File: src/rtl/mips_ctrl_pkg.sv
// mips_ctrl_pkg: shared state encoding, opcodes and datapath select codes for multicycle_ctrl.
package mips_ctrl_pkg;

  typedef enum logic [3:0] {
    S_FETCH, S_DECODE, S_MEMADR, S_MEMRD, S_MEMWB, S_MEMWR, S_EXEC_R,
    S_ALUWB, S_BRANCH, S_IMM_EXEC, S_IMM_WB, S_JUMP, S_ERR
  } state_t;

  localparam logic [5:0] OP_RTYPE = 6'b000000;
  localparam logic [5:0] OP_J     = 6'b000010;
  localparam logic [5:0] OP_BEQ   = 6'b000100;
  localparam logic [5:0] OP_ADDI  = 6'b001000;
  localparam logic [5:0] OP_SLTI  = 6'b001010;
  localparam logic [5:0] OP_ANDI  = 6'b001100;
  localparam logic [5:0] OP_ORI   = 6'b001101;
  localparam logic [5:0] OP_LW    = 6'b100011;
  localparam logic [5:0] OP_SW    = 6'b101011;

  localparam logic [1:0] SRCB_REG    = 2'b00;
  localparam logic [1:0] SRCB_FOUR   = 2'b01;
  localparam logic [1:0] SRCB_IMM    = 2'b10;
  localparam logic [1:0] SRCB_IMM_SH = 2'b11;

  localparam logic [1:0] PC_ALU    = 2'b00;
  localparam logic [1:0] PC_ALUOUT = 2'b01;
  localparam logic [1:0] PC_JUMP   = 2'b10;

  localparam logic [1:0] ALU_ADD   = 2'b00;
  localparam logic [1:0] ALU_SUB   = 2'b01;
  localparam logic [1:0] ALU_FUNCT = 2'b10;
  localparam logic [1:0] ALU_IMM   = 2'b11;

  typedef struct packed {
    logic       mem_req;
    logic       mem_we;
    logic       iord;
    logic       ir_we;
    logic       pc_we;
    logic       reg_we;
    logic       reg_dst;
    logic       mem_to_reg;
    logic       alu_src_a;
    logic [1:0] pc_src;
    logic [1:0] alu_src_b;
    logic [1:0] alu_op;
    logic       ext_sel;
    logic       illegal_op;
  } ctrl_t;

  // Unrecognised opcodes map back to FETCH; the caller flags them as illegal.
  function automatic state_t decode_next(input logic [5:0] op);
    return (op == OP_LW || op == OP_SW)                    ? S_MEMADR   :
           (op == OP_RTYPE)                                ? S_EXEC_R   :
           (op == OP_BEQ)                                  ? S_BRANCH   :
           (op == OP_J)                                    ? S_JUMP     :
           (op inside {OP_ADDI, OP_SLTI, OP_ANDI, OP_ORI}) ? S_IMM_EXEC :
                                                             S_FETCH;
  endfunction

endpackage

File: src/rtl/multicycle_ctrl.sv
// multicycle_ctrl: multicycle MIPS control FSM with memory-ack timeout.
// Define ZERO_EXT_EN to zero-extend immediates of andi/ori.
module multicycle_ctrl
  import mips_ctrl_pkg::*;
#(
  parameter int TIMEOUT_CYCLES = 15
) (
  input  logic       clk,
  input  logic       rst_n,
  input  logic [5:0] opcode,
  input  logic [5:0] funct,
  input  logic       alu_zero,
  input  logic       mem_ack,
  output logic       mem_req,
  output logic       mem_we,
  output logic       iord,
  output logic       ir_we,
  output logic       pc_we,
  output logic       reg_we,
  output logic       reg_dst,
  output logic       mem_to_reg,
  output logic       alu_src_a,
  output logic [1:0] pc_src,
  output logic [1:0] alu_src_b,
  output logic [1:0] alu_op,
  output logic       ext_sel,
  output logic       illegal_op,
  output logic       mem_err
);

  localparam int CW = $clog2(TIMEOUT_CYCLES + 1);
  localparam logic [CW-1:0] LAST = CW'(TIMEOUT_CYCLES - 1);

  state_t        state_q, state_d;
  logic [CW-1:0] cnt_q, cnt_d;
  logic          mem_err_q, mem_err_d;
  logic          mem_st, timeout;
  ctrl_t         c, o;
  logic          unused_funct;

  assign unused_funct = ^funct;
  assign mem_st  = state_q inside {S_FETCH, S_MEMRD, S_MEMWR};
  // An ack in the limit cycle wins over the timeout.
  assign timeout = mem_st && !mem_ack && cnt_q == LAST;

  always_comb begin
    state_d = state_q;
    c       = '0;
    case (state_q)
      S_FETCH: begin
        c.mem_req = 1'b1;
        if (mem_ack) begin
          c.ir_we     = 1'b1;
          c.pc_we     = 1'b1;
          c.alu_src_b = SRCB_FOUR;
          state_d     = S_DECODE;
        end
      end
      S_DECODE: begin
        c.alu_src_b  = SRCB_IMM_SH;
        state_d      = decode_next(opcode);
        c.illegal_op = state_d == S_FETCH;
      end
      S_MEMADR: begin
        c.alu_src_a = 1'b1;
        c.alu_src_b = SRCB_IMM;
        state_d     = opcode == OP_LW ? S_MEMRD : S_MEMWR;
      end
      S_MEMRD: begin
        c.mem_req = 1'b1;
        c.iord    = 1'b1;
        state_d   = mem_ack ? S_MEMWB : S_MEMRD;
      end
      S_MEMWR: begin
        c.mem_req = 1'b1;
        c.mem_we  = 1'b1;
        c.iord    = 1'b1;
        state_d   = mem_ack ? S_FETCH : S_MEMWR;
      end
      S_MEMWB: begin
        c.reg_we     = 1'b1;
        c.mem_to_reg = 1'b1;
        state_d      = S_FETCH;
      end
      S_EXEC_R: begin
        c.alu_op = ALU_FUNCT;
        state_d  = S_ALUWB;
      end
      S_ALUWB: begin
        c.reg_we  = 1'b1;
        c.reg_dst = 1'b1;
        state_d   = S_FETCH;
      end
      S_BRANCH: begin
        c.alu_op = ALU_SUB;
        c.pc_src = PC_ALUOUT;
        c.pc_we  = alu_zero;
        state_d  = S_FETCH;
      end
      S_JUMP: begin
        c.pc_we  = 1'b1;
        c.pc_src = PC_JUMP;
        state_d  = S_FETCH;
      end
      S_IMM_EXEC: begin
        c.alu_src_b = SRCB_IMM;
        c.alu_op    = ALU_IMM;
`ifdef ZERO_EXT_EN
        c.ext_sel   = opcode inside {OP_ANDI, OP_ORI};
`else
        c.ext_sel   = 1'b0;
`endif
        state_d     = S_IMM_WB;
      end
      S_IMM_WB: begin
        c.reg_we = 1'b1;
        state_d  = S_FETCH;
      end
      default: ;
    endcase
    if (timeout) state_d = S_ERR;
    mem_err_d = mem_err_q | timeout;
    // Every state change is an entry, so the wait count restarts on any transition.
    cnt_d = state_d != state_q ? '0 : (mem_st && !mem_ack) ? cnt_q + 1'b1 : cnt_q;
  end

  always_ff @(posedge clk) begin
    if (!rst_n) begin
      state_q   <= S_FETCH;
      cnt_q     <= '0;
      mem_err_q <= 1'b0;
    end else begin
      state_q   <= state_d;
      cnt_q     <= cnt_d;
      mem_err_q <= mem_err_d;
    end
  end

  assign o          = rst_n ? c : '0;
  assign mem_req    = o.mem_req;
  assign mem_we     = o.mem_we;
  assign iord       = o.iord;
  assign ir_we      = o.ir_we;
  assign pc_we      = o.pc_we;
  assign reg_we     = o.reg_we;
  assign reg_dst    = o.reg_dst;
  assign mem_to_reg = o.mem_to_reg;
  assign alu_src_a  = o.alu_src_a;
  assign pc_src     = o.pc_src;
  assign alu_src_b  = o.alu_src_b;
  assign alu_op     = o.alu_op;
  assign ext_sel    = o.ext_sel;
  assign illegal_op = o.illegal_op;
  assign mem_err    = rst_n & mem_err_q;

endmodule

File: config.mk
export PLATFORM = sky130hd
export DESIGN_NAME = multicycle_ctrl
export DESIGN_NICKNAME = d
export VERILOG_FILES = /design/src/rtl/mips_ctrl_pkg.sv /design/src/rtl/multicycle_ctrl.sv
export SDC_FILE = /design/constraint.sdc
export NUM_CORES = 1
export LEC_CHECK = 0
export BUFFER_PORTS_ARGS = -buffer_cell sky130_fd_sc_hd__clkbuf_2
export CAP_MARGIN = 0
export CORE_ASPECT_RATIO = 0.75
export CORE_MARGIN = 5
export CORE_UTILIZATION = 50
export CTS_CLUSTER_DIAMETER = 50
export DETAILED_ROUTE_END_ITERATION = 7
export PLACE_DENSITY = 0.89
export SYNTH_ARGS = -nofsm -noshare
export SYNTH_HDL_FRONTEND = slang
export SYNTH_SLANG_ARGS = --single-unit
File: constraint.sdc
create_clock -name clk -period 1.8 [get_ports clk]
set_input_delay 0.18 -clock clk [delete_from_list [all_inputs] [get_ports clk]]
set_output_delay 0.18 -clock clk [all_outputs]
set_load 0.01 [all_outputs]
Yosys cells after proc, flatten, opt, wreduce, memory -nomap -nowiden
Cells that the tools add are included.
W data, S select, Z words.
{"block": "word_totals", "reg_bits": 9, "inputBits": 16, "out_inout_bits": 18, "elab_cells": 70}
{"block": "op_classes", "addsub": 1, "n_eq_ne": 21, "muxes": 27, "bitwise_logic": 3, "n_reduce_logical": 15}
{"op": "$pmux W4 S8", "count": 1}
{"op": "$mux W4", "count": 7}
{"op": "$eq A6 B4 Y1 const B", "count": 4}
{"op": "$eq A4 B4 Y1 const B", "count": 5}
{"op": "$mux W17", "count": 1}
{"op": "$eq A4 B3 Y1 const B", "count": 4}
{"op": "$eq A6 B6 Y1 const B", "count": 2}
{"op": "$pmux W2 S3", "count": 2}
{"op": "$mux W1", "count": 10}
{"op": "$mux W3", "count": 3}
{"op": "$eq A4 B2 Y1 const B", "count": 2}
{"op": "$logic_not A4 Y1", "count": 2}
{"op": "$eq A6 B2 Y1 const B", "count": 1}
{"op": "$eq A6 B3 Y1 const B", "count": 1}
{"op": "$logic_not A6 Y1", "count": 1}
{"op": "$reduce_or A2 Y1", "count": 3}
{"op": "$reduce_or A3 Y1", "count": 2}
{"op": "$reduce_or A5 Y1", "count": 1}
{"op": "$add A4 B1 Y4 const B", "count": 1}
{"op": "$eq A4 B1 Y1 const B", "count": 1}
{"op": "$ne A4 B4 Y1", "count": 1}
{"op": "$pmux W2 S2", "count": 1}
{"op": "$reduce_bool A4 Y1", "count": 1}
{"op": "$pmux W1 S3", "count": 1}
{"op": "8 further kinds", "count": 9}

Logic depth before layout (Yosys ltp)
{"block": "logic_depth", "ltp_word": 11, "mapped_depth": 7, "depth_no_buf": 5}

Worst setup path before layout
Ideal clock, no wire load.
{"block": "synth_timing", "path_kind": "reg2reg", "startpoint": "register state_q[3]", "endpoint": "register state_q[0]", "setup_ns": 0.131, "arrival_ns": 1.434, "t_required_ns": 1.669, "slack_ns": 0.235, "stages_incl_launch_ff": 7, "n_path_buf": 1, "synth_period_minus_slack_ns": 1.565, "path_cell_list": "dfxtp_1 buf_6 or3_1 o2bb2ai_4 nand4_1 nand2_1 a211oi_1"}
{"block": "synth_via", "elab_chain_cells": 5, "word_cells_on_any_way": 18, "classes_between": "eq/ne: 11; mux: 2; reduce/logical: 5"}
{"element": "start: declaration", "line_no": "multicycle_ctrl.sv:34", "rtl": "state_t state_q, state_d;"}
{"element": "start signal: assignment", "line_no": "multicycle_ctrl.sv:133", "rtl": "state_q <= state_d;"}
{"element": "branches (longest 4 deep; another with $pmux W4 S8)"}
{"element": "$mux W4 (*)", "line_no": "multicycle_ctrl.sv:121", "rtl": "if (timeout) state_d = S_ERR;"}
Mark *: on every way between the ends.
A chain may end at the register's enable or synchronous reset.

Worst setup path in the final report
{"block": "layout_timing", "startpoint": "register state_q[2]", "endpoint": "output illegal_op"}
{"block": "layout_via", "elab_chain_cells": 3}
{"element": "$eq A4 B1 Y1", "line_no": "multicycle_ctrl.sv:49", "rtl": "case (state_q)"}
{"element": "$mux W1", "line_no": "multicycle_ctrl.sv:49"}
{"element": "$mux W17", "line_no": "multicycle_ctrl.sv:139", "rtl": "assign o = rst_n ? c : '0;"}
{"element": "end: declaration", "line_no": "multicycle_ctrl.sv:27", "rtl": "output logic illegal_op,"}
Every way passes these cells.

==> flow_summary.toml <==
[global_route]
grt_overflow = 0
grt_pass1_wl_um = 4719
track_usage = 0.1816
grt_max_degree = 21
antenna_found_initial = 0
grt_pass1_vias = 1044

[floorplanning]
dieArea_mm2 = 0.003067
num_rows = 14
start_util = 0.5183
fp.coreArea_mm2 = 0.001979
ios = 34
fp.dieW_um = 62.31
die_h_um = 49.23

[synth]
yosys.area.top_type = "dfxtp_1"
ys_seq_elements = 9
ys_top_cells_by_area = "dfxtp_1 18%, nor2_1 4.8%, nand2_1 4.4%, nand4_1 3.7%, o21ai_0 3.4%"
synth_most_common_cell = "nor2_1"
yosysWarnings = 0
syn-cell-area_mm2 = 0.001026
synth-edff-count = 0
ys_types = 50
synth_nets = 154
netlist_instances = 136
avgSynthCellArea_um2 = 7.544
async_flop_share = 0
ys_top_cells_by_count = "13 x nor2_1, 12 x nand2_1, 9 x dfxtp_1, 7 x o21ai_0"
synth_top_area_frac = 0.1756
synth_ff_type = "dfxtp_1"
ys_seq_area_frac = 0.1756

[worst_hold_path]
hold_depth = 4
worstHoldStart = "opcode[4]"
min_path_type = "primary input to register"
hold_path_end = "state_q[0]"

[sta]
fin_ws_ps = -2.224
setup_viol = 1
hold_viol_final = 0
period_share = 1.001
fin_skew_ps = 4.450
clock.fmax_mhz = 554.9
finalCriticalPeriod_ps = 1802
holdWs_ps = 315.3
finalMaxSlewViolations = 0

[routing]
routedWlPerCell_um = 14.84
wl_um = 2865
drc = 0
vias = 1157
drt-initial-drc-count = 114
via_per_inst = 5.995
dr.pass1.iters = 5
ant_nets = 0

[cts]
path_clk_slew_ps = 60
htree_levels = 1
cts-buffers-inserted = 3
cts_root_buf = "clkbuf_4"
cts_tree = "yes"
clkLatencyLatePin_ps = 260
clock_sinks = 9
cts_buffer_depth = 2

[outcome]
status = "complete, but fails checks"
violations = "setup timing"

[setup_path]
cp_max_fo = 17
reg2regPathDepth = 6
worstPathRequired_ps = 1620
reg2reg_slack_ps = 70
path_class = "register to primary output"
end_kind = "primary output"
worstReg2RegEnd = "cnt_q[2]"
cp.arrival_ps = 1620
start_kind = "register"
r2r-start = "state_q[2]"

[layout]
area_growth_syn_to_layout_pct = 30.24
drive_gt1_frac = 0.3609
n_fill_cell = 149
nets = 188
diodes = 0
fin_util = 0.6751

[placed_design]
hpwl_um = 2109
place_congestion = 0.9138
io_buffer_count = 26

[power]
p_leak_nw = 0.5377
powerDensity_mw_per_mm2 = 396.3
ir_worst_vdd_mv = 0.3755

[job]
timing.max_cap.violations = 0
==> per-stage QoR <==
step | TNS (ps) | total power (W) | cells | setup WS (ps) | instance area [um2]
final | -2.224 | 0.0005296 | 193 | -2.224 | 1336
after global placement | 0 | 0.0003574 | 188 | 67.24 | 1237
after CTS | 0 | 0.0005176 | 192 | 4.295 | 1274
after floorplan | 0 | 0.0003089 | 136 | 234.7 | 1026
after global routing | -100.9 | 0.0005585 | 193 | -59.98 | 1336
after detailed placement | -3.081 | 0.0003639 | 188 | -2.096 | 1237
==> repair_timing <==
action,in CTS,in global routing
setup endpoints to repair,6,11
setup buffers,0,1
resized for setup,4,10
hold buffers,0,0
pin swaps,1,4
==> worst max path at each step <==
stage                     from          to  slack (ps)  depth (start not counted)
floorplan           state_q[3]  state_q[0]         230                          6
global placement    state_q[0]    cnt_q[1]          70                          6
detailed placement  state_q[1]    cnt_q[0]          -2                          5
CTS                 state_q[2]  illegal_op           4                          5
global route        state_q[2]  illegal_op         -60                          5
finish              state_q[2]  illegal_op          -2                          5
==> power breakdown <==
group	switching (W)	internal [W]
Combinational	0.0000907	0.0000721
Sequential	0.0000106	0.000203
Clock	0.0000677	0.0000853
==> layer usage <==
metal | GRT usage | part of all wire | vias to the layer above
met4 | 0.06714 | 0.011 | 0
li1 | - | - | 567
met3 | 0.04378 | 0.076 | 4
met2 | 0.3052 | 0.49 | 56
met1 | 0.2239 | 0.43 | 530
met5 | 0 | 0 | -
==> critical path, stage by stage, from the launching register on <==
cell and delay [ps]:
dfxtp_1 320, buf_12 160, nor4b_4 320, nand2_1 140
nor3b_2 240, clkbuf_2 180
==> cell usage in the layout (no fill, tap or decap), types with 3 or more instances in the layout <==
master and instances:
clkbuf_2 26, nand2_1 12, nor2_1 12, buf_4 11, o21ai_0 7, nand4_1 6, nand3_1 6, dfxtp_1 6
and2_1 5, nand2b_1 4, inv_1 3, nor3_1 3, a21oi_1 3, xor2_1 3, o22ai_1 3, and3_1 3
nor4_2 3, a21boi_1 3, clkbuf_4 3
==> area by class of cell <==
class | count | area (um2) | area share
clock buffers | 4 | 26.28 | 0.01966
inverters | 4 | 15.01 | 0.01124
well taps | 24 | 30.03 | 0.02247
repair buffers | 39 | 252.7 | 0.1891
multi-input cells | 113 | 823.3 | 0.6161
flip-flops and latches | 9 | 188.9 | 0.1414
==> cells by family after synthesis <==
group,share of synthesized area
adder cells (fa/ha/maj),0.02439
multiplexers,0.009756
buffers and inverters,0.07681
flip-flops,0.1756
AO/OA/AOI/OAI,0.2427
other,0.003655
AND/OR/NAND/NOR,0.4158
XOR/XNOR,0.05122
==> flip-flops by register name, indices dropped and copies added (netlist names) <==
register,count
cnt_q,4
mem_err_q,1
state_q,4
Power figures use the tool's default switching activity.
